--- src/rtl/mem_pkg.sv ---
// mem_pkg: shared FSM encoding and memory geometry for the load/store unit
package mem_pkg;
   localparam int MEM_DEPTH  = 32;
   localparam int MEM_WORD_W = 32;
   typedef enum logic [1:0] {
      IDLE   = 2'd0,
      SETUP  = 2'd1,
      ACCESS = 2'd2,
      RESP   = 2'd3
   } state_t;
endpackage

--- src/rtl/mem_lsu.sv ---
// mem_lsu: single-outstanding load/store initiator sequencing the mem array pins
module mem_lsu
   import mem_pkg::*;
#(
   parameter int DEPTH = MEM_DEPTH,
   parameter int WAIT  = 1
) (
   input  logic                  clk,
   input  logic                  rst,
   input  logic                  req_valid,
   output logic                  req_ready,
   input  logic                  req_we,
   input  logic [31:0]           req_addr,
   input  logic [MEM_WORD_W-1:0] req_wdata,
   output logic                  resp_valid,
   input  logic                  resp_ready,
   output logic [MEM_WORD_W-1:0] resp_rdata,
   output logic                  resp_err,
   output logic [31:0]           ADDR,
   output logic [MEM_WORD_W-1:0] DIN,
   output logic                  en_W,
   output logic                  en_R,
   input  logic [MEM_WORD_W-1:0] R
);
   localparam int CW = $clog2(WAIT + 1);
   state_t                r_state, w_state;
   logic [CW-1:0]         r_cnt, w_cnt;
   logic                  r_we, w_we, r_en_w, w_en_w, r_en_r, w_en_r;
   logic                  r_rv, w_rv, r_err, w_err, w_req_ready;
   logic [31:0]           r_addr, w_addr;
   logic [MEM_WORD_W-1:0] r_din, w_din, r_rdata, w_rdata;
   assign w_req_ready = (r_state == IDLE) & ~rst;
   assign req_ready   = w_req_ready;
   assign resp_valid  = r_rv;
   assign resp_err    = r_err;
   assign resp_rdata  = r_rdata;
   assign ADDR        = r_addr;
   assign DIN         = r_din;
   assign en_W        = r_en_w;
   assign en_R        = r_en_r;
   // next state and next register values; pins change only at phase boundaries so ADDR/DIN are stable under an enable
   always_comb begin
      w_state = r_state;
      w_cnt   = r_cnt;
      w_we    = r_we;
      w_en_w  = r_en_w;
      w_en_r  = r_en_r;
      w_rv    = r_rv;
      w_err   = r_err;
      w_addr  = r_addr;
      w_din   = r_din;
      w_rdata = r_rdata;
      case (r_state)
         IDLE: if (req_valid & w_req_ready) begin
            w_we = req_we;
            if (req_addr >= 32'(DEPTH)) begin
               w_state = RESP;
               w_rv    = 1'b1;
               w_err   = 1'b1;
            end else begin
               w_state = SETUP;
               w_addr  = req_addr;
               w_din   = req_we ? req_wdata : '0;
            end
         end
         SETUP: begin
            w_state = ACCESS;
            w_cnt   = CW'(WAIT);
            w_en_w  = r_we;
            w_en_r  = ~r_we;
         end
         ACCESS: if (r_cnt == CW'(1)) begin
            w_state = RESP;
            w_en_w  = 1'b0;
            w_en_r  = 1'b0;
            w_rv    = 1'b1;
            w_rdata = r_we ? r_rdata : R;
         end else begin
            w_cnt = r_cnt - CW'(1);
         end
         RESP: if (resp_ready) begin
            w_state = IDLE;
            w_rv    = 1'b0;
            w_err   = 1'b0;
            w_rdata = '0;
         end
         default: w_state = IDLE;
      endcase
   end
   // state and registered outputs; reset drops the enables at once and discards any in-flight transaction
   always_ff @(posedge clk or posedge rst) begin
      if (rst) begin
         r_state <= IDLE;
         r_cnt   <= '0;
         r_we    <= 1'b0;
         r_en_w  <= 1'b0;
         r_en_r  <= 1'b0;
         r_rv    <= 1'b0;
         r_err   <= 1'b0;
         r_addr  <= '0;
         r_din   <= '0;
         r_rdata <= '0;
      end else begin
         r_state <= w_state;
         r_cnt   <= w_cnt;
         r_we    <= w_we;
         r_en_w  <= w_en_w;
         r_en_r  <= w_en_r;
         r_rv    <= w_rv;
         r_err   <= w_err;
         r_addr  <= w_addr;
         r_din   <= w_din;
         r_rdata <= w_rdata;
      end
   end
endmodule
--- config.mk ---
export PLATFORM = sky130hd
export DESIGN_NAME = mem_lsu
export DESIGN_NICKNAME = d
export VERILOG_FILES = /design/src/rtl/mem_pkg.sv /design/src/rtl/mem_lsu.sv
export SDC_FILE = /design/constraint.sdc
export NUM_CORES = 1
export LEC_CHECK = 0
export ABC_AREA = 0
export CAP_MARGIN = 20
export CELL_PAD_IN_SITES_DETAIL_PLACEMENT = 0
export CELL_PAD_IN_SITES_GLOBAL_PLACEMENT = 1
export CORE_MARGIN = 4
export CORE_UTILIZATION = 37
export CTS_BUF_LIST = sky130_fd_sc_hd__clkbuf_8 sky130_fd_sc_hd__clkbuf_16
export DETAILED_ROUTE_END_ITERATION = 10
export DONT_BUFFER_PORTS = 1
export GPL_TIMING_DRIVEN = 0
export HOLD_SLACK_MARGIN = 0.06
export PLACE_DENSITY_LB_ADDON = 0.1
export RECOVER_POWER = 50
export SLEW_MARGIN = 30
export SYNTH_ARGS = -nofsm -noshare
export SYNTH_HDL_FRONTEND = slang
export SYNTH_SLANG_ARGS = --single-unit
--- constraint.sdc ---
create_clock -name clk -period 3.4 [get_ports clk]
set_clock_uncertainty 0.15 [all_clocks]
set_input_delay 0.34 -clock clk [delete_from_list [all_inputs] [get_ports clk]]
set_output_delay 0.34 -clock clk [all_outputs]
set_load 0.01 [all_outputs]
==> impl_metrics.py, run 1 <==
metrics = {
    "run_status": {
        "status": "complete, but fails checks",
        "violations": "max-capacitance violations, max-slew violations",
    },
    "yosys": {
        "synth-edff-count": 0,
        "synth_cell_types": 26,
        "synth_compound_area_frac": 0.0551,
        "synthMuxAreaShare": 0.0981,
        "synth_async_sr_flop_share": 1.00,
        "syn_avg_cell_area_sq_um": 10.7,
        "synthSimpleGateAreaFrac": 0.169,
        "synth.yosys.seq_area_share": 0.597,
        "yosysWarnings": 0,
        "synth_area_sq_um": 4360,
        "synth_top_area_frac": 0.597,
        "synth_nets": 513,
        "synth_top_family_by_area": "simple AND/OR/NAND/NOR gates",
        "synth-xor-area-share": 0,
        "netlist_instances": 406,
        "synthTopCellsByArea": "dfrtp_1 (60%), mux2i_1 (8.3%), nand2_1 (5.9%)",
        "synthFlopType": "dfrtp_1",
        "synth_seq_cells": 104,
        "yosys.area.top_type": "dfrtp_1",
        "synth_fa_ha_area_frac": 0.0172,
    },
    "timing": {
        "period_share": 0.676,
        "fin_tns_setup_ns": 0,
        "slew_headroom": -0.248,
        "rsz0062_at_grt": "no",
        "fin_crit_ns": 2.30,
        "slew_violations": 47,
        "max_freq_mhz": 435,
        "worst_pin_slew_ns": 1.87,
        "hold_viol": 0,
        "setup_violations": 0,
        "worst_hold_slack_ns": 0.101,
    },
    "grt": {
        "grt_usage": 0.154,
        "grt_pass1_wl_um": 16300,
        "grt_max_degree": 59,
        "antenna_found_initial": 0,
        "grt_overflow": 0,
        "grt_pass1_vias": 3134,
    },
    "routing": {
        "avgRoutedWirePerCell_um": 16.8,
        "via_count": 2984,
        "firstDrtPassIters": 4,
        "wirelength_um": 10700,
        "drcViolationCount": 0,
        "via_per_inst": 4.71,
        "drt_iter0_drc": 146,
        "drtAntennaViolNets": 0,
    },
    "cts": {
        "cts_tree": "built",
        "clock_path_buffers": 2,
        "postCtsSetupRepairBufs": 0,
        "root_buffer": "clkbuf_16",
        "cts_max_level": 3,
        "worstSkewPairLatency_ns": 0.33,
        "cts_buffers": 9,
        "path_clk_slew_ns": 0.07,
        "clock-sinks": 104,
    },
    "power": {
        "ir_drop_uv": 302,
        "p_per_area_nw_per_um2": 652,
        "leakagePower_nw": 2.65,
    },
    "layout": {
        "antenna_cells": 0,
        "nNetsFinal": 595,
        "area_delta_synth_final_pct": 27.2,
        "layout_commonest_cell": "dfrtp_1",
        "fillers": 1032,
        "drive_gt1_frac": 0.0631,
        "final_cell_mix": "dfrtp_1 (104), dlygate4sd3_1 (70), nand2_1 (68), inv_1 (43), o21ai_0 (40)",
    },
    "job": {
        "max_cap_violations": 1,
    },
    "place": {
        "gp_congestion": 0.700,
        "portBuffers": 0,
        "dpl.hpwl_um": 7440,
    },
    "hold_path": {
        "worstHoldEndpoint": "resp_err",
        "worstHoldStart": "rst",
        "holdPathStages": 3,
        "hp-class": "in2reg",
    },
    "worst_setup_path": {
        "path_cells": "ha_1 > clkbuf_1 > nor2b_1 > a21o_1 > buf_2 > clkbuf_1 > o21ai_0",
        "reg2reg_from": "r_state[0]",
        "end_kind": "flop",
        "worst-endpoint-arrival_ns": 2.34,
        "crit_top_cell": "clkbuf_1",
        "r2r_setup_slack_ns": 1.10,
        "timing.rr.end": "resp_rdata[27]",
        "critPathTopFamily": "buffers and inverters",
        "ff2ff_path_depth": 7,
        "cpMaxStageDelayCell": "dfrtp_1",
        "path_buf_inv": 3,
        "required_ns": 3.44,
        "critPathMaxStageDelay_ns": 0.42,
        "path_max_fanout": 10,
        "start_kind": "flop",
        "path_class": "reg2reg",
    },
    "floorplan": {
        "coreArea_sq_um": 11500,
        "die-area_sq_um": 13600,
        "io_pins": 202,
        "die_h_um": 117,
        "rows": 39,
        "start_util": 0.380,
        "dieWidth_um": 117,
    },
}
-- cell type report --
| class | instances | area [sq um] | area share |
|---|---|---|---|
| Sequential cell | 104 | 2600 | 0.469 |
| Tap cell | 143 | 179 | 0.0323 |
| Inverter | 41 | 154 | 0.0277 |
| Buffer | 22 | 126 | 0.0228 |
| Multi-Input combinational cell | 239 | 1480 | 0.267 |
| Timing Repair Buffer | 71 | 728 | 0.131 |
| Clock buffer | 9 | 225 | 0.0406 |
| Clock inverter | 5 | 52.6 | 0.00947 |
-- how the worst max path moves through the flow --
stage | to | slack (ns) | from | cells after the start
6_report | resp_rdata[27] | 1.10 | r_state[0] | 7
2_1_floorplan | ADDR[0] | 0.18 | rst | 1
4_1_cts | resp_rdata[27] | 1.06 | r_state[0] | 7
5_1_grt | ADDR[25] | 0.68 | rst | 2
3_3_place_gp | DIN[6] | -1.06 | rst | 1
3_5_place_dp | resp_rdata[27] | 1.08 | r_state[0] | 7
-- cells in the mapped netlist (2+ instances only) --
cell type    n
clkbuf_1    11
buf_4        2
nor4_1       6
nor2b_1     30
buf_2        5
buf_6        4
nand2_1     68
mux2i_1     36
nand2b_1    34
ha_1         6
nor3_1       3
dfrtp_1    104
inv_1       41
mux2_2       5
o21ai_0     40
-- worst min-delay path, stage by stage --
cell and delay [ns]:
nor2b_1 0.03, o21ai_0 0.09, mux2i_1 0.08
-- timing repair --
| action | 4_1_cts | 5_1_grt |
|---|---|---|
| hold buffers | 70 | 0 |
| hold endpoints to repair | 115 | 0 |
| gates resized for setup | 0 | 0 |
| setup endpoints to repair | 0 | 0 |
-- logic make-up after synthesis --
| logic type | count (synthesis) |
|---|---|
| AO/OA/AOI/OAI | 45 |
| adder cells (fa/ha/maj) | 6 |
| flip-flops | 104 |
| multiplexers | 42 |
| AND/OR/NAND/NOR | 146 |
| buffers and inverters | 63 |
-- per-layer routing --
metal | vias to the layer above | routed length [um] | global-route usage
li1 | 1447 | - | -
met1 | 1412 | 4410 | 0.196
met2 | 114 | 5170 | 0.247
met3 | 11 | 885 | 0.0425
met4 | 0 | 188 | 0.0650
met5 | - | 0 | 0
-- registers in the layout (all words and copies together) (netlist names), 2 cells and up --
| signal | cells |
|---|---|
| ADDR | 32 |
| DIN | 32 |
| r_state | 2 |
| resp_rdata | 32 |
-- where the power goes --
part	internal (W)	switching [W]	total, W
Combinational	0.000376	0.000526	0.000902
Sequential	0.00146	0.000265	0.00172
Clock	0.000558	0.000432	0.000990
-- per-stage QoR --
step	power [W]	utilization	setup WS [ns]	instance area (sq um)	cells
finish	0.00362	0.484	1.10	5550	634
global placement	0.00257	0.396	-1.06	4540	549
floorplan	0.00233	-	0.178	4360	406
global route	0.00387	0.484	0.681	5550	634
CTS	0.00367	0.484	1.06	5550	634
detailed placement	0.00260	0.399	1.08	4570	550
No activity file was read; power rests on OpenSTA's default activity.
==> run 2, diff against run 1 <==
==> constraint.sdc (replaced) <==
create_clock -name clk -period 1.94 [get_ports clk]
set_clock_uncertainty 0.15 [all_clocks]
set_input_delay 0.194 -clock clk [delete_from_list [all_inputs] [get_ports clk]]
set_output_delay 0.194 -clock clk [all_outputs]
set_load 0.01 [all_outputs]
==> run 2 against run 1 <==
The flow now finishes without violations. Non-clock buffer count increased by 10. Register-to-register slack lost 1.0 ns. Critical endpoint is now resp_valid. Flip-flop and latch count unchanged. Design area up 3.2%. Die area did not move. Critical path depth is 1 lower. Sequential share of layout area decreased by 1.5 points.
==> impl_metrics.py, run 2 (synthesis results as in run 1) <==
metrics = {
    "grt": {
        "globalRouteMet2Util": 0.243,
        "antenna_found_initial": 0,
        "grt_max_degree": 30,
        "grt_overflow": 0,
        "grt_util_met3": 0.0565,
        "grtUsageMet1": 0.194,
        "busiest_layer": "met2",
        "grt_usage": 0.153,
        "grt_pass1_vias": 3110,
        "grt_pass1_wl_um": 16200,
    },
    "timing": {
        "period_share": 0.954,
        "setup_violations": 0,
        "worst_pin_slew_ns": 0.865,
        "max_freq_mhz": 540,
        "hold_viol": 0,
        "rsz0062_at_grt": "yes",
        "fin_crit_ns": 1.85,
        "slew_violations": 0,
        "slew_headroom": 0.420,
    },
    "layout": {
        "fin_area_sq_um": 5730,
        "drive_gt1_frac": 0.108,
        "layout_commonest_cell": "dfrtp_1",
        "fillers": 1031,
        "final_cell_mix": "dfrtp_1 (103), dlygate4sd3_1 (71), nand2_1 (68), inv_1 (39), o21ai_0 (37)",
        "nNetsFinal": 605,
        "final_cells": 644,
        "antenna_cells": 0,
        "area_delta_synth_final_pct": 31.3,
    },
    "power": {
        "ir_drop_uv": 568,
        "internal-power_w": 0.00430,
        "pwr-share-clk": 0.261,
        "leakagePower_nw": 2.72,
        "sw_frac_of_total": 0.336,
        "p_per_area_nw_per_um2": 1130,
        "comb_power_share": 0.271,
        "p_switching_w": 0.00217,
        "seqPwrFrac": 0.468,
    },
    "worst_setup_path": {
        "path_max_fanout": 6,
        "reg2reg_from": "r_state[0]",
        "path_class": "reg2reg",
        "worst-endpoint-arrival_ns": 1.91,
        "required_ns": 1.99,
        "crit_start": "r_state[0]",
        "r2r_setup_slack_ns": 0.09,
        "start_kind": "flop",
        "end_kind": "flop",
    },
    "routing": {
        "avgRoutedWirePerCell_um": 16.4,
        "drtAntennaViolNets": 0,
        "via_count": 3035,
        "firstDrtPassIters": 4,
        "via_per_inst": 4.71,
        "wirelength_um": 10600,
        "drcViolationCount": 0,
        "drt_iter0_drc": 126,
    },
    "cts": {
        "worstSkewPairLatency_ns": 0.33,
        "cts_tree": "built",
        "path_clk_slew_ns": 0.07,
        "clock-sinks": 104,
        "root_buffer": "clkbuf_16",
        "cts_max_level": 3,
        "cts_buffers": 9,
        "clock_path_buffers": 2,
    },
    "floorplan": {
        "die-area_sq_um": 13600,
        "die_h_um": 117,
        "coreArea_sq_um": 11500,
        "start_util": 0.380,
        "rows": 39,
        "io_pins": 202,
        "dieWidth_um": 117,
    },
    "hold_path": {
        "hp-class": "in2reg",
        "worstHoldStart": "req_valid",
    },
    "place": {
        "portBuffers": 0,
        "dpl.hpwl_um": 7740,
        "gp_congestion": 0.718,
        "placed_area_sq_um": 4640,
        "post-place-cells": 553,
    },
    "job": {
        "max_cap_violations": 0,
    },
    "run_status": {
        "status": "finished, final reports clean",
    },
}
==> run 2: changes by cell type in the layout (fill, tap and decap cells not counted), sizes merged <==
cell,change
buf,+9
clkbuf,+2
inv,-2
bufinv,-1
clkinv,+1
dlygate4sd3,+1
==> run 2: layout make-up <==
cell class              instances  area, sq um  share of cell area
plain buffers                  21          144              0.0251
clock buffers                  11          253              0.0441
clock inverters                 3         20.0             0.00349
inverters                      41          158              0.0275
multi-input cells             239         1520               0.265
flip-flops and latches        104         2600               0.455
well taps                     143          179              0.0312
repair buffers                 82          856               0.149
==> run 2: layer usage <==
metal  up-vias  routed length (um)
met3         7                1030
met1      1434                4320
met5         -                   0
met4         0                 104
met2       111                5130
li1       1483                   -
==> run 2: power by group through the flow <==
stage                     Sequential (W)  Combinational (W)  Clock, W
after global routing             0.00308            0.00203   0.00183
after detailed placement         0.00307            0.00150         0
after global placement           0.00306            0.00144         0
after floorplan                  0.00294            0.00114         0
after CTS                        0.00304            0.00172   0.00175
final                            0.00303            0.00176   0.00169
==> run 2: final timing paths <==
check                            endpoint  depth (start not counted)
max in group asynchronous  resp_rdata[18]                          3
setup / recovery               resp_valid                          6
hold reg to reg                     r_cnt                          1
hold / removal                   resp_err                          3
min in group asynchronous        resp_err                          2
setup reg to reg               resp_valid                          6
==> run 2: worst max-delay path, cell delays in order (launching register included) <==
cell and delay [ns]:
dfrtp_2 0.42, inv_4 0.06, ha_2 0.21, nor2b_1 0.17, a211oi_2 0.32, o311ai_0 0.23, mux2i_1 0.16
==> run 2: timing repair <==
item,in CTS,in global routing
setup endpoints to repair,70,48
buffers inserted,3,4
hold endpoints to repair,152,0
resized for setup,10,16
pin swaps,0,1
hold buffers,71,0
==> run 2: through the flow <==
| stage | worst slack, ns | power, W | utilization | hold slack, ns | setup TNS (ns) |
|---|---|---|---|---|---|
| floorplan | 0.102 | 0.00408 | - | 0.179 | 0 |
| global placement | -0.341 | 0.00450 | 0.396 | 0.181 | -40.32 |
| detailed placement | -0.384 | 0.00457 | 0.405 | -0.0430 | -12.81 |
| CTS | 0.0176 | 0.00651 | 0.496 | 0.0653 | 0 |
| global route | -0.0283 | 0.00693 | 0.500 | 0.0708 | -0.267 |
| finish | 0.0887 | 0.00647 | 0.500 | 0.0621 | 0 |
